==> config.mk <==
export PLATFORM = sky130hd
export DESIGN_NAME = divctl_hilo_flat
export DESIGN_NICKNAME = d
export VERILOG_FILES = /design/src/rtl/divctl_hilo_if.sv /design/src/rtl/divctl_hilo.sv /design/src/flat_wrapper.sv
export SDC_FILE = /design/constraint.sdc
export NUM_CORES = 1
export LEC_CHECK = 0
export CAP_MARGIN = 20
export CORE_MARGIN = 1
export CORE_UTILIZATION = 30
export CTS_CLUSTER_DIAMETER = 150
export DETAILED_ROUTE_END_ITERATION = 12
export PLACE_DENSITY = 0.67
export SLEW_MARGIN = 40
export SYNTH_ARGS = -nofsm -noshare
export SYNTH_HDL_FRONTEND = slang
export SYNTH_SLANG_ARGS = --single-unit
==> constraint.sdc <==
create_clock -name clk -period 3.14 [get_ports clk]
set_input_delay 0.314 -clock clk [delete_from_list [all_inputs] [get_ports clk]]
set_output_delay 0.314 -clock clk [all_outputs]
set_load 0.01 [all_outputs]
==> src/rtl/divctl_hilo_if.sv <==
// divctl_hilo_if: start/operand/result handshake between divctl_hilo and the iterative divider.
interface divctl_hilo_if;
  logic        div_start;
  logic [31:0] div_a;
  logic [31:0] div_b;
  logic [31:0] div_hi;
  logic [31:0] div_lo;
  logic        div_ready;
  logic        div_zero;
  modport master (output div_start, div_a, div_b, input div_hi, div_lo, div_ready, div_zero);
  modport slave  (input div_start, div_a, div_b, output div_hi, div_lo, div_ready, div_zero);
endinterface

==> src/rtl/divctl_hilo.sv <==
// divctl_hilo: DIV/MTHI/MTLO control and HI/LO writeback around the iterative divider.
// Define DIV_SIGNED_EN for signed DIV (magnitudes to the divider, signs restored on commit).
module divctl_hilo #(
  parameter int DRAIN_CYCLES = 34,
  parameter int TIMEOUT      = 40
) (
  input  logic               clk,
  input  logic               reset,
  input  logic               op_div,
  input  logic               op_mthi,
  input  logic               op_mtlo,
  input  logic               op_mfhi,
  input  logic               op_mflo,
  input  logic [31:0]        rs_data,
  input  logic [31:0]        rt_data,
  divctl_hilo_if.master      dv,
  output logic [31:0]        hi_out,
  output logic [31:0]        lo_out,
  output logic               busy,
  output logic               stall,
  output logic               exc_div_zero,
  output logic               err_timeout
);
  localparam int CW = $clog2((DRAIN_CYCLES > TIMEOUT ? DRAIN_CYCLES : TIMEOUT) + 1);
  typedef enum logic [1:0] {DRAIN, IDLE, WAIT} state_t;
  state_t          r_state, w_next;
  logic [CW-1:0]   r_cnt;
  logic            r_start, r_exc, r_tmo;
  logic [31:0]     r_a, r_b, r_hi, r_lo;
  logic [31:0]     w_a, w_b, w_hi, w_lo;
  logic            w_launch, w_done, w_tmo;
`ifdef DIV_SIGNED_EN
  logic r_sa, r_sb;
  assign w_a  = rs_data[31] ? -rs_data : rs_data;
  assign w_b  = rt_data[31] ? -rt_data : rt_data;
  assign w_lo = (r_sa ^ r_sb) ? -dv.div_lo : dv.div_lo;
  assign w_hi = r_sa ? -dv.div_hi : dv.div_hi;
  always_ff @(posedge clk)
    if (reset) begin
      r_sa <= 1'b0;
      r_sb <= 1'b0;
    end else if (w_launch) begin
      r_sa <= rs_data[31];
      r_sb <= rt_data[31];
    end
`else
  assign w_a  = rs_data;
  assign w_b  = rt_data;
  assign w_lo = dv.div_lo;
  assign w_hi = dv.div_hi;
`endif
  always_comb begin
    w_launch = r_state == IDLE && op_div;
    w_done   = r_state == WAIT && dv.div_ready;
    w_tmo    = r_state == WAIT && !dv.div_ready && r_cnt == CW'(TIMEOUT - 1);
    w_next   = (r_state == DRAIN && r_cnt <= CW'(1)) ? IDLE :
               w_launch ? WAIT :
               w_done   ? IDLE :
               w_tmo    ? DRAIN : r_state;
  end
  always_ff @(posedge clk)
    if (reset) begin
      r_state <= DRAIN;
      r_cnt   <= CW'(DRAIN_CYCLES);
      r_start <= 1'b0;
      r_exc   <= 1'b0;
      r_tmo   <= 1'b0;
      r_a     <= '0;
      r_b     <= '0;
      r_hi    <= '0;
      r_lo    <= '0;
    end else begin
      r_state <= w_next;
      r_start <= w_launch;
      r_exc   <= w_done && dv.div_zero;
      r_tmo   <= w_tmo;
      if (r_state == DRAIN) r_cnt <= r_cnt - CW'(1);
      else if (w_launch) r_cnt <= '0;
      else if (w_tmo) r_cnt <= CW'(DRAIN_CYCLES);
      else if (r_state == WAIT) r_cnt <= r_cnt + CW'(1);
      if (w_launch) begin
        r_a <= w_a;
        r_b <= w_b;
      end
      if (r_state == IDLE && !op_div && op_mthi) r_hi <= rs_data;
      if (r_state == IDLE && !op_div && !op_mthi && op_mtlo) r_lo <= rs_data;
      if (w_done && !dv.div_zero) begin
        r_hi <= w_hi;
        r_lo <= w_lo;
      end
    end
  assign busy         = r_state != IDLE;
  assign stall        = busy & (op_div | op_mthi | op_mtlo | op_mfhi | op_mflo);
  assign dv.div_start = r_start;
  assign dv.div_a     = r_a;
  assign dv.div_b     = r_b;
  assign hi_out       = r_hi;
  assign lo_out       = r_lo;
  assign exc_div_zero = r_exc;
  assign err_timeout  = r_tmo;
endmodule
==> src/flat_wrapper.sv <==
// flat-port wrapper written by rule: the top's interface ports become plain ports
module divctl_hilo_flat 
#(
  parameter int DRAIN_CYCLES = 34,
  parameter int TIMEOUT      = 40
)
  (clk, reset, op_div, op_mthi, op_mtlo, op_mfhi, op_mflo, rs_data, rt_data, hi_out, lo_out, busy, stall, exc_div_zero, err_timeout, dv_div_start, dv_div_a, dv_div_b, dv_div_hi, dv_div_lo, dv_div_ready, dv_div_zero);
  divctl_hilo_if dv_i ();
  input  logic clk;
  input  logic reset;
  input  logic op_div;
  input  logic op_mthi;
  input  logic op_mtlo;
  input  logic op_mfhi;
  input  logic op_mflo;
  input  logic [31:0] rs_data;
  input  logic [31:0] rt_data;
  output logic [31:0] hi_out;
  output logic [31:0] lo_out;
  output logic busy;
  output logic stall;
  output logic exc_div_zero;
  output logic err_timeout;
  output wire logic [$bits(dv_i.div_start)-1:0] dv_div_start;
  output wire logic [$bits(dv_i.div_a)-1:0] dv_div_a;
  output wire logic [$bits(dv_i.div_b)-1:0] dv_div_b;
  input wire logic [$bits(dv_i.div_hi)-1:0] dv_div_hi;
  input wire logic [$bits(dv_i.div_lo)-1:0] dv_div_lo;
  input wire logic [$bits(dv_i.div_ready)-1:0] dv_div_ready;
  input wire logic [$bits(dv_i.div_zero)-1:0] dv_div_zero;
  assign dv_div_start = dv_i.div_start;
  assign dv_div_a = dv_i.div_a;
  assign dv_div_b = dv_i.div_b;
  assign dv_i.div_hi = dv_div_hi;
  assign dv_i.div_lo = dv_div_lo;
  assign dv_i.div_ready = dv_div_ready;
  assign dv_i.div_zero = dv_div_zero;
  divctl_hilo #(.DRAIN_CYCLES(DRAIN_CYCLES), .TIMEOUT(TIMEOUT)) u_core (.clk(clk), .reset(reset), .op_div(op_div), .op_mthi(op_mthi), .op_mtlo(op_mtlo), .op_mfhi(op_mfhi), .op_mflo(op_mflo), .rs_data(rs_data), .rt_data(rt_data), .dv(dv_i), .hi_out(hi_out), .lo_out(lo_out), .busy(busy), .stall(stall), .exc_div_zero(exc_div_zero), .err_timeout(err_timeout));
endmodule
**After elaboration in Yosys (flattened, before gate mapping)**

Cells that the tools add are included.

- Register bits after elaboration: 139
- Bits of input ports: 137
- Word-level logic and storage cells: 56

- $add $sub $neg: 2
- $lt $le $gt $ge: 1
- Equal/unequal tests: 4
- Multiplexer cells: 12
- Bitwise operators: 5
- Reduce and logical (&&, ||, !) cells: 22

Operators with widths:

| operator | number |
|---|---|
| two-way mux 32 bit | 4 |
| two-way mux 6 bit | 4 |
| logical AND 1 bit | 11 |
| nonzero test 4 bit | 2 |
| adder 6 x 1 -> 6 bit (second input constant) | 1 |
| == test 6 bit (second input constant) | 1 |
| <= comparator 6 x 1 -> 1 bit (second input constant) | 1 |
| two-way mux 2 bit | 3 |
| subtractor 6 x 1 -> 6 bit (second input constant) | 1 |
| zero test 1 bit | 4 |
| bitwise OR 1 bit | 4 |
| nonzero test 2 bit | 2 |
| nonzero test 3 bit | 1 |
| == test 2 x 1 -> 1 bit (second input constant) | 1 |
| == test 2 bit (second input constant) | 1 |
| zero test 2 bit | 1 |
| inequality test 2 x 1 -> 1 bit (second input constant) | 1 |
| OR reduction 2 bit | 1 |
| bitwise AND 1 bit | 1 |
| two-way mux 1 bit | 1 |

**Logic depth before layout (Yosys ltp)**

Gate-level depths: netlist (run 1).

- Depth in word-level cells: 7
- Gate-level depth with buffers: 6
- Depth with buffers taken out: 6

**Worst setup path before layout (run 1)**

No wires, ideal clock.

- Path kind: register to register
- Start: register u_core.r_state[1]
- End: register u_core.r_cnt[5]
- Setup time: 0.131 ns
- Arrival: 1.424 ns
- Setup slack: 1.584 ns
- Stages on the path, launching flop included: 6
- Buffers on the path: 1
- Clock period less this slack: 1.556 ns
- Cells stage by stage: dfxtp_1 buf_6 or4_4 o22a_1 o211ai_1 o311ai_1

- Cells in the longest elaborated chain, start to end: 6

Ends and longest elaborated chain:

| element | RTL line | RTL |
|---|---|---|
| start, declared | divctl_hilo.sv:26 | `state_t r_state, w_next;` |
| start signal, assigned | divctl_hilo.sv:73 | `r_state <= w_next;` |
| == test 2 bit | divctl_hilo.sv:55, divctl_hilo.sv:80 |  |
| logical AND 1 bit (2 in a row) | divctl_hilo.sv:55 | `w_tmo = r_state == WAIT && !dv.div_ready && r_cnt == CW'(TIMEOUT - 1);` |
| two-way mux 6 bit | divctl_hilo.sv:79 | `else if (w_tmo) r_cnt <= CW'(DRAIN_CYCLES);` |
| two-way mux 6 bit | divctl_hilo.sv:78 | `else if (w_launch) r_cnt <= '0;` |
| two-way mux 6 bit | divctl_hilo.sv:77 | `if (r_state == DRAIN) r_cnt <= r_cnt - CW'(1);` |
| end signal, assigned | divctl_hilo.sv:77 |  |
| end signal, assigned | divctl_hilo.sv:79 |  |
| end signal, assigned | divctl_hilo.sv:80 | `else if (r_state == WAIT) r_cnt <= r_cnt + CW'(1);` |
| end, declared | divctl_hilo.sv:27 | `logic [CW-1:0] r_cnt;` |

Parallel ways exist; a longest one is shown, timed or not.
A chain may end at the register's enable or synchronous reset.

**Worst setup path in the final report (run 1)**

- Start: register u_core.r_state[1]
- End: output stall

- Cells in the longest elaborated chain, start to end: 2

Ends and longest elaborated chain:

| element | RTL line | RTL |
|---|---|---|
| inequality test 2 x 1 -> 1 bit | divctl_hilo.sv:92 | `assign busy = r_state != IDLE;` |
| bitwise AND 1 bit | divctl_hilo.sv:93 | `assign stall = busy & (op_div \| op_mthi \| op_mtlo \| op_mfhi \| op_mflo);` |
| end, declared | flat_wrapper.sv:21 | `output logic stall;` |

No other way between the ends.

==> flow_summary.yaml, run 1 <==
sta:
  fin_crit_sh_pct: 71.50
  drv_slew: 0
  fin_worst_skew_ps: 4.922
  finalHoldViolCount: 0
  rsz0062_at_grt: "no"
  finalSetupTns_ps: 0
  worst_pin_slew_ps: 813.3
  finalSetupViolations: 0
  whs_ps: 409.9
  post-route-min-period_ps: 2245
  slew_headroom_pct: 45.78
  max_freq_mhz: 445.4
worst_setup_path:
  cp-end-kind: "primary output"
  r2r-end: "u_core.lo_out[17]"
  endpoint: "stall"
  rr_worst_depth: 4
  crit_start: "u_core.r_state[1]"
  cp_data_arrival_time_ps: 1930
  cp-start-kind: "flip-flop"
  r2r_slack_ps: 1030
  crit_required_ps: 2830
  timing.rr.start: "u_core.r_state[0]"
  critPathKind: "flip-flop to primary output"
  crit_path_max_fanout: 13
floorplanning:
  core_area_mm2: 0.01790
  die_w_um: 137.0
  die_h_um: 137.0
  start_util_pct: 30.55
  rows: 49
  pin_count: 270
  die_area_mm2: 0.01877
logic_synthesis:
  synth_edf_count: 0
  yosysWarnings: 0
  synth_xor_area_share_pct: 0.4804
  muxShareOfSynthArea_pct: 0.1830
  ys_seq_area_share_pct: 50.88
  syn_inst: 683
  syn_area_per_cell_um2: 8.007
  netlist.area_leader.share_pct: 50.88
  synth_flop_cell: "dfxtp_1"
  synth-seq-cells: 139
  synth_commonest_cells: "nand2_1, dfxtp_1, nor2_1"
  synth_fa_ha_area_share_pct: 0.6863
  syn_nets: 823
  synth_most_common_cell: "nand2_1"
  synth-simple-area-share_pct: 24.18
  synthTopCellsByArea: "dfxtp_1, nand2_1, a311oi_1"
  synth_top_cell_by_area: "dfxtp_1"
  synth_area_mm2: 0.005469
  synth_top_family_by_area: "simple AND/OR/NAND/NOR gates"
  ys_async_sr_fraction_pct: 0
  synth_compound_area_share_pct: 18.26
  yosys.cell_types.count: 40
global_route:
  grtUsageMet2_pct: 31.90
  use_met1_pct: 21.80
  grtUsageMet3_pct: 7.704
  grt_pass1_vias: 5378
  grt_pass1_wl_um: 27650
  antenna_found_initial: 1
  grt_usage_pct: 19.23
  grt.busiest_layer: "met2"
  grt_max_degree: 77
  overflow: 0
run_status:
  status: "finished, final reports clean"
drt:
  drt-initial-drc-count: 253
  wl_per_cell_um: 15.65
  ant_nets: 0
  via_per_inst: 4.892
  vias: 5680
  routed_wl_um: 18170
  drt_pass1_iterations: 4
  drcViolationCount: 0
final_layout:
  diodes: 0
  final_nets: 1060
  drive_gt1_share_pct: 5.043
  syn2layout_area_growth_pct: 60.95
  n_fill_cell: 1757
  multi_input_area_mm2: 0.002399
  post_layout_nonfiller_instances: 1161
  final_util_pct: 49.17
  seqCellArea_mm2: 0.002783
  finalInstanceArea_mm2: 0.008802
clocking:
  cts_made_buffers: 17
  cts.sinks: 139
  clock_latency_ps: 420
  post_cts_resized: 0
  cts.hold.buffers_added: 0
  clk_pin_slew_ps: 60
  cts_setup_buffers: 0
  root_buffer: "clkbuf_16"
  tritoncts: "yes"
  cts_max_path_buffers: 2
  h-tree-depth: 4
placed_design:
  place.gp.congestion: 0.8471
  dp.cells: 1130
  port_buffers: 269
  place_area_mm2: 0.008292
  dp_hpwl_um: 12370
power_and_ir_drop:
  p_leak_nw: 2.919
  cellPowerDensity_mw_per_mm2: 473.8
  vdd_drop_max_mv: 0.3680
worst_hold_path:
  min_path_type: "input pin to flip-flop"
run:
  drv_cap: 0
[routing by layer]
metal / part of all wire [%] / wire length, um
met1: 40 / 7259
met5: 0.072 / 13
met4: 2.1 / 385
met3: 11 / 1944
met2: 47 / 8562
[final cells by class]
class,instances,area share [%]
Timing Repair Buffer,276,31.87
Sequential cell,139,31.61
Multi-Input combinational cell,481,27.25
Clock buffer,18,4.876
Tap cell,229,3.255
Clock inverter,13,0.9240
Inverter,5,0.2132
[worst min-delay path by stage]
stage	start	end	slack, ps	cells past startpoint
finish	reset	u_core.dv.div_b[29]	410	2
global route	reset	u_core.dv.div_start	450	2
CTS	reset	u_core.r_cnt[2]	420	2
detailed placement	u_core.dv.div_b[13]	u_core.dv.div_b[13]	450	2
global placement	u_core.dv.div_b[7]	u_core.dv.div_b[7]	440	2
floorplan	rs_data[0]	u_core.dv.div_a[0]	450	2
[cells by family after synthesis]
family	after synthesis
flops	139
buf+inv	63
simple gates	329
mux	1
compound gates	145
xor+xnor	3
fa+ha+maj	3
[cells in the final DEF, fill, tap and decap left out, drive strengths merged, types with 3 or more instances in the layout]
cell type / count
clkbuf: 18
nor3: 3
clkdlybuf4s50: 268
o21ai: 3
buf: 8
a21oi: 67
inv: 5
ha: 3
dfxtp: 139
nor2: 75
a311oi: 65
clkinv: 11
or2: 3
nand2: 228
[registers in the layout, indices dropped and copies added (netlist names)]
| name | flops |
|---|---|
| u_core.dv.div_a | 32 |
| u_core.dv.div_b | 32 |
| u_core.hi_out | 32 |
| u_core.lo_out | 32 |
| u_core.r_cnt | 6 |
| u_core.r_state | 2 |
| u_core.dv.div_start | 1 |
| u_core.err_timeout | 1 |
| u_core.exc_div_zero | 1 |
[where the power goes]
group / total [mW] / internal (mW) / switching, mW
clock network: 1.76 / 0.993 / 0.768
logic: 0.530 / 0.307 / 0.222
registers: 1.88 / 1.82 / 0.0600
[stage by stage]
stage / worst slack [ps] / total power, mW
2_1_floorplan: 1584 / 2.137
3_3_place_gp: 1024 / 2.443
3_5_place_dp: 921.0 / 2.444
4_1_cts: 865.6 / 4.228
5_1_grt: 768.9 / 4.357
6_report: 894.8 / 4.170
[critical path, cell delays in order, from the launching register on]
cell and delay (ps):
dfxtp_1 540, and2b_1 290, a21oi_1 140, clkdlybuf4s50_1 550
No activity file was read; power rests on OpenSTA's default activity.
==> run 2: changes to the inputs <==
- PLACE_DENSITY: 0.67 -> 0.69
- clock period: 3.14 -> 2 ns (I/O delays scaled with it)
==> flow_summary.yaml, run 2 (synthesis gave the netlist of run 1 again) <==
floorplanning:
  pin_count: 270
  die_h_um: 137.0
  die_area_mm2: 0.01877
  core_area_mm2: 0.01790
  rows: 49
  die_w_um: 137.0
  start_util_pct: 30.55
worst_setup_path:
  crit_chain: "and2b_2, inv_1, clkdlybuf4s50_1"
  cp-start-kind: "flip-flop"
  crit_required_ps: 1800
  crit_path_max_fanout: 10
  cp_data_arrival_time_ps: 1650
  cpPeakStageDelay_ps: 520
  slowest_stage: "clkdlybuf4s50_1"
  cp-end-kind: "primary output"
  critPathKind: "flip-flop to primary output"
sta:
  worst_pin_slew_ps: 517.0
  whs_ps: 251.1
  slew_headroom_pct: 65.53
  post-route-min-period_ps: 1846
  fin_crit_sh_pct: 92.31
  rsz0062_at_grt: "no"
  finalSetupTns_ps: 0
  drv_slew: 0
  worst_slack_ps: 153.7
  max_freq_mhz: 541.6
  fin_worst_skew_ps: 5.131
  finalSetupViolations: 0
  finalHoldViolCount: 0
final_layout:
  n_fill_cell: 1720
  post_layout_nonfiller_instances: 1169
  final_nets: 1069
  final_util_pct: 50.25
  finalInstanceArea_mm2: 0.008996
  final_common_cell: "clkdlybuf4s50_1"
  drive_gt1_share_pct: 6.170
  syn2layout_area_growth_pct: 64.49
  final_cell_mix: "clkdlybuf4s50_1, nand2_1, dfxtp_1, nor2_1, a21oi_1"
  diodes: 0
drt:
  dr_wl_met2_um: 8328
  routed_wl_um: 17830
  ant_nets: 0
  drt-initial-drc-count: 279
  drt_pass1_iterations: 5
  vias: 5624
  highest_layer: "met4"
  drcViolationCount: 0
  wirelength_met1_um: 7585
  wl_met3_um: 1720
  via_per_inst: 4.811
  wl_per_cell_um: 15.26
power_and_ir_drop:
  totalPowerFinal_mw: 6.953
  p_leak_nw: 3.002
  cellPowerDensity_mw_per_mm2: 772.9
  vdd_drop_max_mv: 0.5673
placed_design:
  place_area_mm2: 0.008409
  place.gp.congestion: 0.8132
  port_buffers: 269
  pre_cts_ws_ps: 61.08
  dp.cells: 1139
  dp_hpwl_um: 12680
clocking:
  clock_latency_ps: 410
  h-tree-depth: 4
  cts.sinks: 139
  clk_pin_slew_ps: 60
  cts_max_path_buffers: 2
  root_buffer: "clkbuf_16"
  tritoncts: "yes"
  cts_made_buffers: 17
global_route:
  grt_pass1_wl_um: 26930
  overflow: 0
  grt_pass1_vias: 5157
  grt_max_degree: 65
  grt_usage_pct: 18.63
  antenna_found_initial: 0
worst_hold_path:
  min_path_type: "input pin to flip-flop"
run:
  drv_cap: 0
run_status:
  status: "finished, final reports clean"
run 2: changes by cell type in the layout (fill, tap and decap cells not counted), moves of 2 or more:
cell / before / now
bufinv_16: 0 / 3
clkinv_4: 3 / 1
clkinv_2: 8 / 5
clkinvlp_4: 2 / 4
buf_4: 3 / 8
buf_12: 5 / 9
run 2: power by group:
part / switching [mW] / internal, mW
combinational: 0.350 / 0.494
clock: 1.23 / 1.94
sequential: 0.0891 / 2.86
run 2: layer usage:
metal | global-route usage, % | vias to the layer above
li1 | - | 2831
met1 | 22.64 | 2556
met2 | 30.25 | 225
met3 | 6.704 | 12
met4 | 6.410 | 0
met5 | 0 | -
run 2: critical path, delay by kind of cell (launching register included):
kind / cells / cell delay [ps]
flops: 1 / 390
simple gates: 1 / 270
buf+inv: 2 / 580
run 2: what timing repair did:
action,CTS,global route
gates resized for setup,1,3
setup buffers,0,0
hold buffers,0,0
endpoints found under the setup margin,2,1
gates cloned,0,0
endpoints found under the hold margin,0,0
run 2: area by class of cell:
type	instances	area (um2)	area share, %
Clock inverter	13	153.9	1.711
Multi-Input combinational cell	481	2400	26.68
Tap cell	229	286.5	3.185
Inverter	5	18.77	0.2086
Sequential cell	139	2786	30.97
Clock buffer	17	425.4	4.729
Timing Repair Buffer	285	2925	32.52
run 2: path summary, 6_finish.rpt:
check | cells past startpoint | slack [ps] | end | start
hold / removal | 2 | 250 | u_core.dv.div_start | reset
setup reg to reg | 5 | 340 | u_core.r_cnt[4] | u_core.r_state[0]
setup / recovery | 3 | 150 | busy | u_core.r_state[1]
hold reg to reg | 2 | 450 | u_core.dv.div_b[8] | u_core.dv.div_b[8]
==> run 3: changes to the inputs <==
- PLACE_DENSITY: 0.69 -> 0.77
==> flow_summary.yaml, run 3 (synthesis gave the netlist of run 1 again) <==
sta:
  finalHoldViolCount: 0
  worst_pin_slew_ps: 379.6
  fin_worst_skew_ps: 8.243
  drv_slew: 0
  rsz0062_at_grt: "no"
  post-route-min-period_ps: 1878
  finalSetupViolations: 0
  max_freq_mhz: 532.4
  fin_crit_sh_pct: 93.92
  whs_ps: 174.4
  slew_headroom_pct: 74.46
power_and_ir_drop:
  totalPowerFinal_mw: 6.892
  swShare_pct: 23.91
  vdd_drop_max_mv: 0.5248
  cellPowerDensity_mw_per_mm2: 766.4
  clockPowerShare_pct: 45.0
  combPwrFrac_pct: 12.3
  net-switching-power_mw: 1.648
  internal_power_mw: 5.244
  pwr-share-seq_pct: 42.7
  p_leak_nw: 3.013
floorplanning:
  die_h_um: 137.0
  die_w_um: 137.0
  pin_count: 270
  die_area_mm2: 0.01877
  start_util_pct: 30.55
  core_area_mm2: 0.01790
  rows: 49
run_status:
  status: "finished, final reports clean"
drt:
  routed_wl_um: 18110
  vias: 5679
  drcViolationCount: 0
  via_per_inst: 4.846
  drt_pass1_iterations: 5
  wl_per_cell_um: 15.46
  ant_nets: 0
  drt-initial-drc-count: 235
final_layout:
  final_common_cell: "clkdlybuf4s50_1"
  n_fill_cell: 1722
  syn2layout_area_growth_pct: 64.42
  drive_gt1_share_pct: 6.363
  final_cell_mix: "clkdlybuf4s50_1, nand2_1, dfxtp_1, nor2_1, a21oi_1"
  final_util_pct: 50.23
  final_nets: 1071
  diodes: 0
  post_layout_nonfiller_instances: 1172
worst_hold_path:
  min_path_type: "input pin to flip-flop"
clocking:
  cts_max_path_buffers: 2
  h-tree-depth: 4
  cts_made_buffers: 17
  root_buffer: "clkbuf_16"
  cts.sinks: 139
  cts.hold.buffers_added: 0
  clock_latency_ps: 400
  tritoncts: "yes"
  clk_pin_slew_ps: 60
placed_design:
  dp.cells: 1141
  dp_hpwl_um: 12870
  place.gp.congestion: 0.8503
  port_buffers: 269
global_route:
  overflow: 0
  grt_pass1_wl_um: 26980
  grt_max_degree: 62
  grt_usage_pct: 18.84
  antenna_found_initial: 0
  grt_pass1_vias: 5246
worst_setup_path:
  crit_required_ps: 1800
  critPathKind: "flip-flop to primary output"
  cp-start-kind: "flip-flop"
  crit_path_max_fanout: 6
  cp_data_arrival_time_ps: 1680
  cp-end-kind: "primary output"
run:
  drv_cap: 0
run 3: changes by cell type in the layout (fill, tap and decap cells not counted), sizes merged:
cell,delta
buf,+2
bufinv,-1
clkbuf,+3
clkdlybuf4s50,+1
clkinv,+1
clkinvlp,-2
dlymetal6s2s,-1
run 3: power by group through the flow:
stage	clock (mW)	sequential, mW	combinational (mW)
3_3_place_gp	0	3.00	0.840
6_report	3.10	2.94	0.847
4_1_cts	3.18	2.94	0.852
5_1_grt	3.33	2.96	0.927
2_1_floorplan	0	2.99	0.362
3_5_place_dp	0	3.00	0.848
run 3: worst max-delay path, cell delays in order (launching register included):
cell and delay, ps:
dfxtp_2 350, and2b_2 260, a21oi_1 120, clkdlybuf4s50_1 540
run 3: worst paths after layout:
check / start / endpoint / slack, ps / depth (start not counted)
worst max register to register: u_core.r_state[0] / u_core.lo_out[16] / 330 / 5
worst min register to register: u_core.dv.div_b[15] / u_core.dv.div_b[15] / 450 / 2
worst max-delay path: u_core.r_state[1] / stall / 120 / 3
worst min-delay path: reset / u_core.r_cnt[2] / 170 / 2
run 3: repair_timing:
item | in CTS | in global routing
buffers inserted | 0 | 0
endpoints found under the setup margin | 0 | 1
gates resized for setup | 0 | 2
run 3: per-stage QoR:
step	cell area, um2	setup slack (ps)	TNS, ps
global route	8992	39.99	0
floorplan	5469	444.4	0
CTS	8990	51.68	0
detailed placement	8412	-28.78	-28.78
finish	8992	121.7	0
global placement	8412	119.5	0
run 3: metal layers:
layer / vias up / share of wire, % / GRT usage (%) / wire (um)
met3: 26 / 10 / 8.407 / 1820
met2: 225 / 47 / 30.98 / 8438
li1: 2832 / - / - / -
met4: 0 / 2.0 / 7.082 / 364
met5: - / 0 / 0 / 0
met1: 2596 / 41 / 21.33 / 7491
run 3: layout make-up:
| type | instances | area [um2] | area share [%] |
|---|---|---|---|
| flip-flops and latches | 139 | 2784 | 30.96 |
| inverters | 5 | 18.77 | 0.2087 |
| repair buffers | 287 | 2925 | 32.53 |
| multi-input cells | 481 | 2400 | 26.69 |
| clock buffers | 20 | 456.7 | 5.079 |
| clock inverters | 11 | 121.4 | 1.350 |
| well taps | 229 | 286.5 | 3.186 |
